## config.mk

```make
export PLATFORM = sky130hd
export DESIGN_NAME = pulse_framer
export DESIGN_NICKNAME = d
export VERILOG_FILES = /design/src/rtl/pulse_framer.sv
export SDC_FILE = /design/constraint.sdc
export NUM_CORES = 1
export LEC_CHECK = 0
export BUFFER_PORTS_ARGS = -buffer_cell sky130_fd_sc_hd__buf_2
export CAP_MARGIN = 0
export CORE_ASPECT_RATIO = 2
export CORE_MARGIN = 3
export CORE_UTILIZATION = 58
export CTS_CLUSTER_DIAMETER = 30
export DETAILED_ROUTE_END_ITERATION = 16
export PLACE_DENSITY = 0.85
export SETUP_SLACK_MARGIN = 0.1
export SLEW_MARGIN = 25
export SYNTH_ARGS = -nofsm -noshare
export SYNTH_HDL_FRONTEND = slang
export SYNTH_SLANG_ARGS = --single-unit
```

## constraint.sdc

```tcl
create_clock -name clk -period 5.9 [get_ports clk]
set_input_delay 0.59 -clock clk [delete_from_list [all_inputs] [get_ports clk]]
set_output_delay 0.59 -clock clk [all_outputs]
set_load 0.02 [all_outputs]
```

## src/rtl/pulse_framer.sv

```systemverilog
// rtl/pulse_framer.sv - trigger-based pulse frame assembler between sample FIFO and inference core
module pulse_framer #(
  parameter int WORD_SIZE = 16,
  parameter int FRAME_LEN = 8,
  parameter int PRE_TRIG  = 2
) (
  input  logic                           clk,
  input  logic                           reset,
  input  logic                           enable,
  input  logic [WORD_SIZE-1:0]           thresh,
  input  logic                           fifo_empty,
  input  logic [WORD_SIZE-1:0]           fifo_data,
  output logic                           fifo_rd,
  output logic [FRAME_LEN*WORD_SIZE-1:0] frame_data,
  output logic                           frame_valid,
  input  logic                           frame_ready,
  output logic                           busy,
  output logic [15:0]                    frame_count
);

  localparam int HIST_N = (PRE_TRIG > 0) ? PRE_TRIG : 1;
  localparam int FILL_W = (PRE_TRIG > 0) ? $clog2(PRE_TRIG + 1) : 1;
  localparam int IDX_W  = $clog2(FRAME_LEN + 1);

  typedef enum logic [1:0] {
    S_IDLE,
    S_CAPTURE,
    S_HOLD
  } state_t;

  state_t               state;
  state_t               state_next;
  logic [WORD_SIZE-1:0] hist [HIST_N];
  logic [FILL_W-1:0]    hist_fill;
  logic [IDX_W-1:0]     cap_idx;
  logic                 hist_full;
  logic                 hit;
  logic                 trigger;

  assign hist_full   = (hist_fill == FILL_W'(PRE_TRIG));
  assign hit         = (fifo_data >= thresh);
  assign frame_valid = (state == S_HOLD);
  assign busy        = (state != S_IDLE);

  always_ff @(posedge clk) begin
    if (!reset) begin
      state <= S_IDLE;
    end else begin
      state <= state_next;
    end
  end

  always_comb begin
    state_next = state;
    fifo_rd    = 1'b0;
    trigger    = 1'b0;
    case (state)
      S_IDLE: begin
        fifo_rd = reset && !fifo_empty && enable;
        if (fifo_rd && hit && hist_full) begin
          trigger    = 1'b1;
          state_next = (PRE_TRIG + 1 == FRAME_LEN) ? S_HOLD : S_CAPTURE;
        end
      end
      S_CAPTURE: begin
        fifo_rd = reset && !fifo_empty;
        if (fifo_rd && (cap_idx == IDX_W'(FRAME_LEN - 1))) begin
          state_next = S_HOLD;
        end
      end
      S_HOLD: begin
        if (frame_ready) begin
          state_next = S_IDLE;
        end
      end
      default: state_next = S_IDLE;
    endcase
  end

  // The trigger compare uses the pre-shift history, so hist[] still holds the words before it.
  always_ff @(posedge clk) begin
    if (!reset) begin
      hist_fill   <= '0;
      cap_idx     <= '0;
      frame_data  <= '0;
      frame_count <= '0;
      for (int k = 0; k < HIST_N; k++) begin
        hist[k] <= '0;
      end
    end else begin
      case (state)
        S_IDLE: begin
          if (fifo_rd) begin
            if (trigger) begin
              for (int k = 0; k < PRE_TRIG; k++) begin
                frame_data[k*WORD_SIZE +: WORD_SIZE] <= hist[k];
              end
              frame_data[PRE_TRIG*WORD_SIZE +: WORD_SIZE] <= fifo_data;
              cap_idx <= IDX_W'(PRE_TRIG + 1);
            end
            if (!hist_full) begin
              hist_fill <= hist_fill + FILL_W'(1);
            end
            for (int k = 0; k < HIST_N - 1; k++) begin
              hist[k] <= hist[k+1];
            end
            hist[HIST_N-1] <= fifo_data;
          end
        end
        S_CAPTURE: begin
          if (fifo_rd) begin
            for (int k = 0; k < FRAME_LEN; k++) begin
              if (cap_idx == IDX_W'(k)) begin
                frame_data[k*WORD_SIZE +: WORD_SIZE] <= fifo_data;
              end
            end
            cap_idx <= cap_idx + IDX_W'(1);
          end
        end
        S_HOLD: begin
          // Fresh history after every frame so consecutive frames never share samples.
          if (frame_ready) begin
            frame_count <= frame_count + 16'd1;
            hist_fill   <= '0;
          end
        end
        default: ;
      endcase
    end
  end

endmodule

```

==> flow_metrics.py <==
metrics = {
    "run_status": {
        "outcome": "finished clean",
    },
    "logic_synthesis": {
        "ys_seq_area_share_pct": 50.4,
        "synth_enable_flop_cells": 32,
        "syn_avg_cell_area_um2": 9.66,
        "synth_flop_cell": "dfxtp_1",
        "synthArstFlopShare_pct": 0,
        "synth-warning-count": 0,
        "syn_area_um2": 7950,
        "synthesis.instances": 823,
        "yosys.cell_types.count": 46,
        "syn_nets": 882,
        "synth-seq-cells": 184,
    },
    "routing": {
        "finalWirelength_um": 20600,
        "first_pass_iters": 5,
        "drc": 0,
        "vias": 6505,
        "viasPerCell": 5.70,
        "ant_nets": 0,
        "drt_iter0_drc": 540,
        "wire_per_inst_um": 18.0,
    },
    "clock_network": {
        "cts.path.max_buffers": 2,
        "cts_hold_buf": 0,
        "clk_pin_slew_ps": 70,
        "cts-root-buf": "clkbuf_16",
        "ctsResizeCount": 0,
        "clock_tree.htree_level_count": 4,
        "cts_setup_buffers": 0,
        "cts_sinks": 184,
        "cts_tree": "yes",
        "cts_buffers": 17,
        "clock_latency_ps": 420,
    },
    "sta": {
        "fmax_mhz": 320,
        "slew_headroom_pct": 41.0,
        "layout_setup_ws_ps": 2770,
        "worst_pin_slew_ps": 885,
        "grt_setup_unrepaired": "no",
        "setup_tns_ps": 0,
        "setup_violations": 0,
        "clock_skew_ps": 11.7,
        "finalHoldViolCount": 0,
        "period_minus_slack_ps": 3130,
        "min_period_over_period_pct": 53.0,
        "drv_slew": 0,
    },
    "pwr": {
        "p_per_area_nw_per_um2": 269,
        "ir_drop_uv": 246,
        "leakage_uw": 0.00461,
        "total_power_uw": 2530,
    },
    "die": {
        "die-height_um": 172,
        "die_w_um": 88.8,
        "io_pins": 184,
        "placementRows": 59,
        "fp.dieArea_um2": 15200,
        "coreArea_um2": 13200,
        "initial_utilization_pct": 60.1,
    },
    "global_route": {
        "track_usage_pct": 27.6,
        "antenna_found_initial": 0,
        "grt_pass1_wl_um": 32200,
        "grt-ovfl-total": 0,
        "first_global_vias": 6273,
        "grt_max_degree": 86,
    },
    "place": {
        "dp_hpwl_um": 14600,
        "io_buffers": 183,
        "post-place-ws_ps": 2370,
        "gp_congestion": 0.932,
    },
    "min_path": {
        "hold_path_class": "reg -> reg",
    },
    "layout": {
        "syn_to_final_growth_pct": 18.6,
        "nNetsFinal": 1036,
        "drive_above_1_share_pct": 24.3,
        "multiInputGateArea_um2": 3630,
        "diodes": 0,
        "nFillCells": 1045,
        "seq_area_um2": 4000,
    },
    "setup_path": {
        "worstPathMaxFanout": 34,
        "end_kind": "register",
        "critical_path_class": "reg -> reg",
        "required_ps": 6010,
        "worstSetupStartpointType": "register",
        "arrival_ps": 3240,
    },
    "run": {
        "max_cap_viol_count": 0,
    },
}
## registers in the layout, summed over array words and instances (netlist names)
name / cells
frame_data: 128
hist: 32
frame_count: 16
cap_idx: 4
hist_fill: 2
state: 2
## cell usage after synthesis (4+ instances only)
library cell  number  area share (%)
xor2_1             4            0.44
o211a_1           13             1.6
a21oi_1           34             2.1
clkbuf_1          35             1.7
o221a_2            8             1.1
and2_1            57             4.5
and3_1            10            0.79
buf_2             13            0.82
nand2_2            4            0.31
ha_1              22             3.5
o21a_1             5            0.47
a31oi_1            4            0.31
nor2b_1           50             3.9
inv_1             25             1.2
dfxtp_1          152              38
nor2_1            17            0.80
o221a_1            9             1.3
nand2_1          130             6.1
nand4_1            6            0.47
nand3_1           47             3.0
nand2b_1           5            0.39
a21boi_0          39             3.7
edfxtp_1          32              12
mux2i_1           46             5.8
o21ai_0           20             1.3
xnor2_1           10             1.1
## kinds of logic after synthesis
kind of cell / after synthesis / synth area share, %
compound gates: 140 / 12.6
mux: 46 / 5.79
simple gates: 340 / 22.2
flops: 184 / 50.4
fa+ha+maj: 22 / 3.46
xor+xnor: 14 / 1.54
buf+inv: 77 / 4.03
## stage by stage
stage	util, %	hold WS, ps	std cells	area (µm²)
after global placement	67.0	436	1110	8860
after global routing	71.3	476	1141	9430
after floorplan	-	487	823	7950
final	71.3	452	1141	9430
after CTS	71.3	455	1141	9420
after detailed placement	67.0	446	1110	8860
## worst max-delay path, stage by stage, from the launching register on
cell      delay (ps)
dfxtp_1          450
nor2_1           470
and3_1           830
nand2b_1         710
buf_4            350
## layer usage
| layer | GRT usage [%] | wire [µm] | vias up |
|---|---|---|---|
| met5 | 0 | 0 | - |
| met4 | 12.6 | 858 | 0 |
| met3 | 5.90 | 1310 | 46 |
| met2 | 48.9 | 11000 | 267 |
| met1 | 30.7 | 7450 | 3067 |
| li1 | - | - | 3125 |
## layout by cell type (no fill, tap or decap), types with 2 or more instances in the layout
| cell type | n |
|---|---|
| a21boi_0 | 39 |
| a21oi_1 | 34 |
| a31oi_1 | 4 |
| and2_1 | 57 |
| and3_1 | 10 |
| and4_1 | 2 |
| buf_2 | 182 |
| buf_4 | 5 |
| clkbuf_16 | 17 |
| clkinv_2 | 2 |
| clkinvlp_4 | 2 |
| dfxtp_1 | 152 |
| edfxtp_1 | 32 |
| ha_1 | 22 |
| inv_1 | 25 |
| inv_6 | 5 |
| inv_8 | 2 |
| mux2i_1 | 46 |
| nand2_1 | 130 |
| nand2_2 | 4 |
| nand2b_1 | 5 |
| nand3_1 | 47 |
| nand4_1 | 6 |
| nor2_1 | 16 |
| nor2b_1 | 49 |
| o211a_1 | 13 |
| o21a_1 | 5 |
| o21ai_0 | 20 |
| o21ai_1 | 2 |
| o221a_1 | 9 |
| o221a_2 | 8 |
| o31ai_1 | 3 |
| or3_1 | 2 |
| xnor2_1 | 10 |
| xor2_1 | 4 |
## report_power, final
part           switching (µW)  internal, µW
logic                    84.6          44.4
clock network             517           592
registers                5.72          1290
## cell type report
type	count	share of cell area (%)
clock buffers	17	4.51
clock inverters	14	1.45
inverters	25	0.995
multi-input cells	562	38.5
flip-flops and latches	184	42.5
well taps	152	2.02
repair buffers	187	10.1
## path summary, 6_finish.rpt
path	from	endpoint	slack, ps	cells after the start
setup / recovery	state[0]	hist[0][19]	2770	4
hold / removal	frame_data[42]	frame_data[42]	450	2
setup reg to reg	state[0]	hist[0][19]	2770	4
hold reg to reg	frame_data[42]	frame_data[42]	450	2
(Power assumes the default switching activity.)
